## src/rtl/cam_cfg_pkg.sv

```systemverilog
// Shared definitions for the camera configuration sequencer: ROM markers,
// FSM state encoding and the delay-length helper.
package cam_cfg_pkg;

  localparam logic [15:0] CFG_MARK_DELAY = 16'hFFF0;
  localparam logic [15:0] CFG_MARK_END   = 16'hFFFF;

  typedef enum logic [2:0] {
    IDLE   = 3'd0,
    FETCH  = 3'd1,
    DECODE = 3'd2,
    SEND   = 3'd3,
    DELAY  = 3'd4,
    DONE   = 3'd5
  } cfg_state_e;

  // Number of clock cycles spent waiting for one delay marker.
  function automatic int cfg_delay_cycles(input int clk_hz, input int delay_ms);
    return clk_hz / 1000 * delay_ms;
  endfunction

endpackage

```

## src/rtl/cfg_delay_timer.sv

```systemverilog
// Down-counter for the in-band delay marker; o_expired is high while the
// count sits at zero.
module cfg_delay_timer #(
  parameter int DELAY_CYCLES = 5
) (
  input  logic i_clk,
  input  logic i_rstn,
  input  logic i_load,
  input  logic i_dec,
  output logic o_expired
);

  localparam int CW = $clog2(DELAY_CYCLES + 1);

  logic [CW-1:0] r_count;

  // Loading DELAY_CYCLES-1 makes the zero cycle the last one of the dwell.
  always_ff @(posedge i_clk) begin
    if (!i_rstn) begin
      r_count <= '0;
    end else if (i_load) begin
      r_count <= CW'(DELAY_CYCLES - 1);
    end else if (i_dec && (r_count != '0)) begin
      r_count <= r_count - CW'(1);
    end
  end

  assign o_expired = (r_count == '0);

endmodule

```

## src/rtl/cam_cfg_seq.sv

```systemverilog
// Camera configuration sequencer: walks the config ROM and issues one SCCB
// register write per word, honouring delay and end-of-table markers.
module cam_cfg_seq
  import cam_cfg_pkg::*;
#(
  parameter int CLK_FREQ_HZ = 25_000_000,
  parameter int DELAY_MS    = 10
) (
  input  logic        i_clk,
  input  logic        i_rstn,
  input  logic        i_start,
  output logic [7:0]  o_rom_addr,
  input  logic [15:0] i_rom_data,
  output logic        o_sccb_valid,
  input  logic        i_sccb_ready,
  output logic [7:0]  o_sccb_reg,
  output logic [7:0]  o_sccb_data,
  output logic        o_busy,
  output logic        o_done
);

  localparam int DELAY_CYCLES = cfg_delay_cycles(CLK_FREQ_HZ, DELAY_MS);

  cfg_state_e r_state;
  logic [7:0] r_rom_addr;
  logic       r_sccb_valid;
  logic [7:0] r_sccb_reg;
  logic [7:0] r_sccb_data;
  logic       r_busy;
  logic       r_done;

  logic w_load_delay;
  logic w_dec_delay;
  logic w_expired;
  logic w_advance;
  logic w_last_addr;

  assign w_load_delay = (r_state == DECODE) && (i_rom_data == CFG_MARK_DELAY);
  assign w_dec_delay  = (r_state == DELAY);
  assign w_last_addr  = (r_rom_addr == 8'hFF);
  assign w_advance    = ((r_state == SEND) && r_sccb_valid && i_sccb_ready) ||
                        ((r_state == DELAY) && w_expired);

  cfg_delay_timer #(
    .DELAY_CYCLES(DELAY_CYCLES)
  ) u_delay_timer (
    .i_clk     (i_clk),
    .i_rstn    (i_rstn),
    .i_load    (w_load_delay),
    .i_dec     (w_dec_delay),
    .o_expired (w_expired)
  );

  // Main sequencer. Moving to the next ROM entry is shared by SEND and DELAY
  // and is handled after the state case; the table never wraps past 255.
  always_ff @(posedge i_clk) begin
    if (!i_rstn) begin
      r_state      <= IDLE;
      r_rom_addr   <= 8'd0;
      r_sccb_valid <= 1'b0;
      r_sccb_reg   <= 8'd0;
      r_sccb_data  <= 8'd0;
      r_busy       <= 1'b0;
      r_done       <= 1'b0;
    end else begin
      case (r_state)
        IDLE, DONE: begin
          if (i_start) begin
            r_rom_addr <= 8'd0;
            r_busy     <= 1'b1;
            r_done     <= 1'b0;
            r_state    <= FETCH;
          end
        end
        FETCH: begin
          r_state <= DECODE;
        end
        DECODE: begin
          if (i_rom_data == CFG_MARK_END) begin
            r_busy  <= 1'b0;
            r_done  <= 1'b1;
            r_state <= DONE;
          end else if (i_rom_data == CFG_MARK_DELAY) begin
            r_state <= DELAY;
          end else begin
            r_sccb_reg   <= i_rom_data[15:8];
            r_sccb_data  <= i_rom_data[7:0];
            r_sccb_valid <= 1'b1;
            r_state      <= SEND;
          end
        end
        SEND: begin
          if (i_sccb_ready) begin
            r_sccb_valid <= 1'b0;
          end
        end
        DELAY: begin
          r_state <= DELAY;
        end
        default: begin
          r_state <= IDLE;
        end
      endcase

      if (w_advance) begin
        if (w_last_addr) begin
          r_busy  <= 1'b0;
          r_done  <= 1'b1;
          r_state <= DONE;
        end else begin
          r_rom_addr <= r_rom_addr + 8'd1;
          r_state    <= FETCH;
        end
      end
    end
  end

  assign o_rom_addr   = r_rom_addr;
  assign o_sccb_valid = r_sccb_valid;
  assign o_sccb_reg   = r_sccb_reg;
  assign o_sccb_data  = r_sccb_data;
  assign o_busy       = r_busy;
  assign o_done       = r_done;

endmodule

```

## config.mk

```make
export PLATFORM = sky130hd
export DESIGN_NAME = cam_cfg_seq
export DESIGN_NICKNAME = d
export VERILOG_FILES = /design/src/rtl/cam_cfg_pkg.sv /design/src/rtl/cfg_delay_timer.sv /design/src/rtl/cam_cfg_seq.sv
export SDC_FILE = /design/constraint.sdc
export NUM_CORES = 1
export LEC_CHECK = 0
export CAP_MARGIN = 20
export CORE_MARGIN = 1
export CORE_UTILIZATION = 46
export DETAILED_ROUTE_END_ITERATION = 6
export HOLD_SLACK_MARGIN = 0.02
export PLACE_DENSITY = 0.72
export SLEW_MARGIN = 25
export SYNTH_ARGS = -nofsm -noshare
export SYNTH_HDL_FRONTEND = slang
export SYNTH_SLANG_ARGS = --single-unit
```

## constraint.sdc

```tcl
create_clock -name i_clk -period 1.8 [get_ports i_clk]
set_input_delay 0.27 -clock i_clk [delete_from_list [all_inputs] [get_ports i_clk]]
set_output_delay 0.27 -clock i_clk [all_outputs]
set_load 0.02 [all_outputs]
```

==> results of run 1 <==
[synth_stat cells, types with 7 or more instances]
master / number / area share (%)
dfxtp_1: 48 / 42
nor2_1: 33 / 5.4
a21oi_1: 17 / 3.7
nand2_1: 17 / 2.8
mux2i_1: 16 / 7.0
o21ai_0: 13 / 2.8
xor2_1: 13 / 5.0
o211ai_1: 10 / 3.3
inv_1: 9 / 1.5
nand4_1: 8 / 2.2
clkbuf_1: 7 / 1.2
[logic make-up (layout without fill, tap and decap cells)]
group | count (synthesis) | after routing | synth area share (%)
DFF | 48 | 48 | 42.1
AOI/OAI and AO/OA | 52 | 52 | 14.8
and+or+nand+nor | 105 | 105 | 24.9
muxes | 17 | 17 | 7.51
adders and majority gates | 3 | 3 | 1.64
buffers and inverters | 19 | 114 | 3.29
xor gates and xnor gates | 15 | 15 | 5.75
[cells in the final DEF, fill, tap and decap left out, types with 3 or more instances in the layout]
cell type / instances
a31oi_1: 3
dfxtp_2: 7
mux2i_1: 16
nor2_1: 33
buf_4: 48
nand4_1: 8
ha_1: 3
buf_12: 3
or4_1: 3
and3_1: 3
or3_1: 4
inv_1: 9
o21ai_0: 7
nor4_4: 4
clkdlybuf4s50_1: 46
a21oi_1: 15
nand3b_1: 3
dfxtp_1: 40
clkbuf_8: 6
nor3_1: 5
o211ai_1: 10
o21ai_2: 4
nand2_1: 16
xor2_1: 13
nand3_1: 4
nor2b_1: 4
[layer usage]
| metal | GRT usage, % | part of all wire [%] | up-vias |
|---|---|---|---|
| li1 | - | - | 1119 |
| met1 | 30.1 | 47 | 1021 |
| met2 | 36.2 | 47 | 54 |
| met3 | 5.00 | 4.3 | 7 |
| met4 | 10.2 | 1.8 | 0 |
| met5 | 0 | 0 | - |
[area by class of cell]
| cell class | count | area [um2] |
|---|---|---|
| timing repair buffer | 97 | 881 |
| clock buffer | 8 | 90.1 |
| multi-input combinational | 192 | 1360 |
| tap | 67 | 83.8 |
| sequential | 48 | 973 |
| fill | 374 | 1340 |
| inverter | 9 | 33.8 |
[power by group through the flow]
stage          clock network (mW)  logic, mW  registers (mW)
2_1_floorplan                   0      0.110            1.16
3_3_place_gp                    0      0.304            1.14
3_5_place_dp                    0      0.307            1.13
4_1_cts                     0.680      0.309            1.11
5_1_grt                     0.720      0.335            1.11
6_report                    0.670      0.311            1.11
[worst paths after layout]
kind,startpoint,to,slack [ps],cells after the start
min reg2reg,o_busy,o_busy,490,2
max reg2reg,u_delay_timer.r_count[13],o_rom_addr[7],-10,5
max,u_delay_timer.r_count[13],o_rom_addr[7],-10,5
min,o_busy,o_busy,490,2
[worst reg2reg max path, delay by kind of cell, from the launching register on]
family,cells,cell delay [ps]
simple gates,3,870
compound gates,2,550
flops,1,340
[metrics by stage]
stage                     power [mW]  TNS, ps  cells  setup WS [ps]
after floorplan                 1.27    -50.8    259          -33.9
after global placement          1.44    -3630    406           -153
after detailed placement        1.44    -5230    406           -220
after CTS                       2.10    -82.9    420          -41.7
after global routing            2.17     -517    421          -78.9
final                           2.09    -15.0    421          -10.4
[what timing repair did]
action                     in CTS  in global routing
buffers inserted                6                  1
gates cloned                    0                  0
setup endpoints to repair      13                 35
gates resized for setup        14                 17
pin swaps                       4                  2
==> impl_results.md, run 1 <==
* Status: finished with violations
* Failing checks: negative setup slack
* Sequential share of power at 53.0%
* Combinational share of power at 14.9%
* Clk_lat worst skew at 310 ps
* Main synth FF type: dfxtp_1
* Cts hold-fix bufs at 0
* Slew Viols, Final at 0
* Worst VDD drop at 0.000509 V
* HP Class: reg -> reg
* Drt pass-1 iters at 4
* Sequential area share after synthesis at 42.1%
* Max Buffers Root-to-Sink at 2
* Min setup slack post-route at -10.4 ps
* CP max stage delay at 430 ps
* Worst setup SP type: register
* Row count at 25
* Ports at 47
* Drt wl/cell at 13.3 um
* DP HPWL at 3.98 mm
* Int Pwr at 1.57 mW
* Die Y at 72.5 um
* Switching Fraction at 24.7%
* Syn Inst Count at 259
* Largest net degree at the start of global routing at 22
* Final ANT Viol Nets at 0
* Clk pwr share at 32.1%
* Starting DRT DRC Count at 109
* Max Cap Viol at 0
* CTS H-tree lvls at 2
* Yosys warns at 0
* Clock buffers created by TritonCTS at 5
* Setup Skew at 8.93 ps
* Via count at 2201
* Vias in the first global route at 2090
* CP Buf/Inv Count at 0
* Post-Synthesis Cell Area at 0.00228 mm2
* Die area at 0.00525 mm2
* Fin. Hold Viols at 0
* Final setup violation count at 2
* Worst Max-Slew Pin Slew at 404 ps
* Hold Slack at 492 ps
* Placeable Area at 0.00475 mm2
* Psw at 0.517 mW
* Highest Clock Rate at 552 MHz
* Die Wd at 72.5 um
* Period utilisation layout at 101%
* Crit path kind: reg -> reg
* Tmin final at 1810 ps
* Post-route cell area at 0.00342 mm2
* Syn Nets at 282
* Worst-path clk slew at 90 ps
* CP required at 2050 ps
* Final Util at 71.9%
* Initial core utilization at 48.0%
* Placed Area at 0.00317 mm2
* CTS tree: built
* First-pass GRT wire length at 9.40 mm
* Delay-heaviest family, CP: simple AND/OR/NAND/NOR gates
* LEAKAGE at 1.31 nW
* EDFF count, synth at 0
* Power density cells at 612 mW/mm2
* Grt ovf at 0
* Slowest-stage cell, CP: o32a_4
* Yosys cell types at 43
* Layout cells sized above 1 at 25.7%
* Worst endpoint data arrival time at 2060 ps
* Post-synthesis area per instance at 8.82 um2
* Total GRT Usage at 23.0%
* Max FO, Critical Path at 8
* Worst path cell trace: nor4_4 > nand4_2 > o32a_4 > or4_1 > a21oi_1
* Critical Path End Type: register
* Remaining DRCs at 0
* I/O Buffers at 46
* Final wirelength at 5.61 mm
* Via-to-Cell Ratio at 5.23
* Initial antenna violation count at 0
* Most flops, register: u_delay_timer.r_count
* Async set or reset register ratio after synthesis at 0%
* #FFs+latches synth at 48
* Root buf cell: clkbuf_8
* Gpl congestion at 0.774
* RSZ-0062 raised after global routing: yes
* # diodes at 0
* CTS Sinks at 48
* Fin nets at 376
* Max FFs per register at 18
* Synth-to-Final Area Change at 49.6%
* Slew HR at 73.0%
No activity file was read; power rests on OpenSTA's default activity.
==> inputs of run 2 (changes only) <==
GPL_ROUTABILITY_DRIVEN = 0   (was default)
SKIP_CTS_REPAIR_TIMING = 1   (was default)
==> impl_results.md, run 2 (synthesis results as in run 1) <==
* Status: finished with violations
* Failing checks: negative setup slack
* Synth-to-Final Area Change at 48.3%
* Slowest-stage cell, CP: or4_4
* Largest net degree at the start of global routing at 22
* Fin nets at 372
* Clock buffers created by TritonCTS at 5
* Max Buffers Root-to-Sink at 2
* Layout cells sized above 1 at 23.7%
* Die Y at 72.5 um
* Ports at 47
* I/O Buffers at 46
* Hold Slack at 495 ps
* CP required at 2040 ps
* Most flops, register: u_delay_timer.r_count
* Critical R2R Capture: u_delay_timer.r_count[9]
* First-pass GRT wire length at 9.07 mm
* Delay-heaviest family, CP: simple AND/OR/NAND/NOR gates
* Slew HR at 70.6%
* Most frequent cells in the layout: clkdlybuf4s50_1 (46), buf_4 (44), dfxtp_1 (43), nor2_1 (33)
* Min setup slack post-route at -63.4 ps
* Worst path cell trace: or4_4 > nor4_4 > o21ai_2 > or3_1 > a21oi_1
* Fin Setup TNS at -91.7 ps
* RSZ-0062 raised after global routing: yes
* Fin. Hold Viols at 0
* CP max stage delay at 560 ps
* Final ANT Viol Nets at 0
* Initial core utilization at 48.0%
* Highest Clock Rate at 537 MHz
* Placeable Area at 0.00475 mm2
* Crit path kind: reg -> reg
* Initial antenna violation count at 0
* CP startpoint: u_delay_timer.r_count[3]
* Drt pass-1 iters at 4
* Die area at 0.00525 mm2
* Hold EP: o_done
* Hold path cells at 2
* Via count at 2186
* Worst setup SP type: register
* LEAKAGE at 1.28 nW
* Critical Path End Type: register
* Most common cell after layout, fill and taps aside: clkdlybuf4s50_1
* Period utilisation layout at 104%
* Tmin final at 1860 ps
* Root buf cell: clkbuf_8
* Drt wl/cell at 13.5 um
* Worst VDD drop at 0.000511 V
* CTS tree: built
* Worst reg-to-reg path cell count at 5
* Remaining DRCs at 0
* HP Class: reg -> reg
* Worst-path clk slew at 90 ps
* Max FO, Critical Path at 3
* CTS Sinks at 48
* DP HPWL at 3.98 mm
* Final wirelength at 5.63 mm
* Starting DRT DRC Count at 111
* Max Cap Viol at 0
* Die Wd at 72.5 um
* Max FFs per register at 18
* Total GRT Usage at 22.0%
* Worst Min Path Start: o_done
* CP Buf/Inv Count at 0
* Vias in the first global route at 2048
* Worst endpoint data arrival time at 2100 ps
* Grt ovf at 0
* Row count at 25
* CTS H-tree lvls at 2
* Setup Skew at 9.19 ps
* Clk_lat worst skew at 310 ps
* # diodes at 0
* R2r setup slk at -60 ps
* Power density cells at 617 mW/mm2
* Slew Viols, Final at 0
* Worst Max-Slew Pin Slew at 440 ps
* Dpl ws at -220 ps
* Final Util at 71.2%
* Final setup violation count at 2
* FF-to-FF Start: u_delay_timer.r_count[3]
* Via-to-Cell Ratio at 5.24
run 2: changes by cell type in the layout (fill, tap and decap cells not counted), sizes merged:
cell	previous run	this run
buf	51	47
run 2: cell type report:
| class | count | area (um2) |
|---|---|---|
| clock buffer | 8 | 90.1 |
| fill | 383 | 1370 |
| inverter | 9 | 33.8 |
| multi-input combinational | 192 | 1360 |
| sequential | 48 | 970 |
| tap | 67 | 83.8 |
| timing repair buffer | 93 | 851 |
run 2: worst max-delay path by stage:
stage	endpoint	slack, ps	cells past startpoint
floorplan	o_rom_addr[7]	-30	5
global placement	o_sccb_data[7]	-150	7
detailed placement	o_sccb_reg[1]	-220	7
CTS	u_delay_timer.r_count[9]	-250	5
global route	u_delay_timer.r_count[9]	-120	5
finish	u_delay_timer.r_count[9]	-60	5
run 2: per-layer routing:
metal	global-route usage (%)	share of wire, %	vias to the layer above
met5	0	0	-
met4	10.0	1.4	0
met3	4.86	5.0	5
met2	34.8	47	62
met1	28.8	47	1003
li1	-	-	1116
run 2: tightest hold or removal path, stage by stage, from the launching register on:
cell     delay, ps
dfxtp_1        320
nand2_1         60
a31oi_1         70
run 2: power by group:
group          total (mW)  switching, mW  internal (mW)
Clock               0.669          0.355          0.314
Combinational       0.311          0.142          0.169
Sequential           1.11         0.0192           1.09
run 2: metrics by stage:
stage	instances	instance area (um2)	total power [mW]
after global placement	406	3170	1.44
after detailed placement	406	3170	1.44
after floorplan	259	2300	1.27
after global routing	417	3390	2.17
final	417	3390	2.09
after CTS	414	3260	2.10
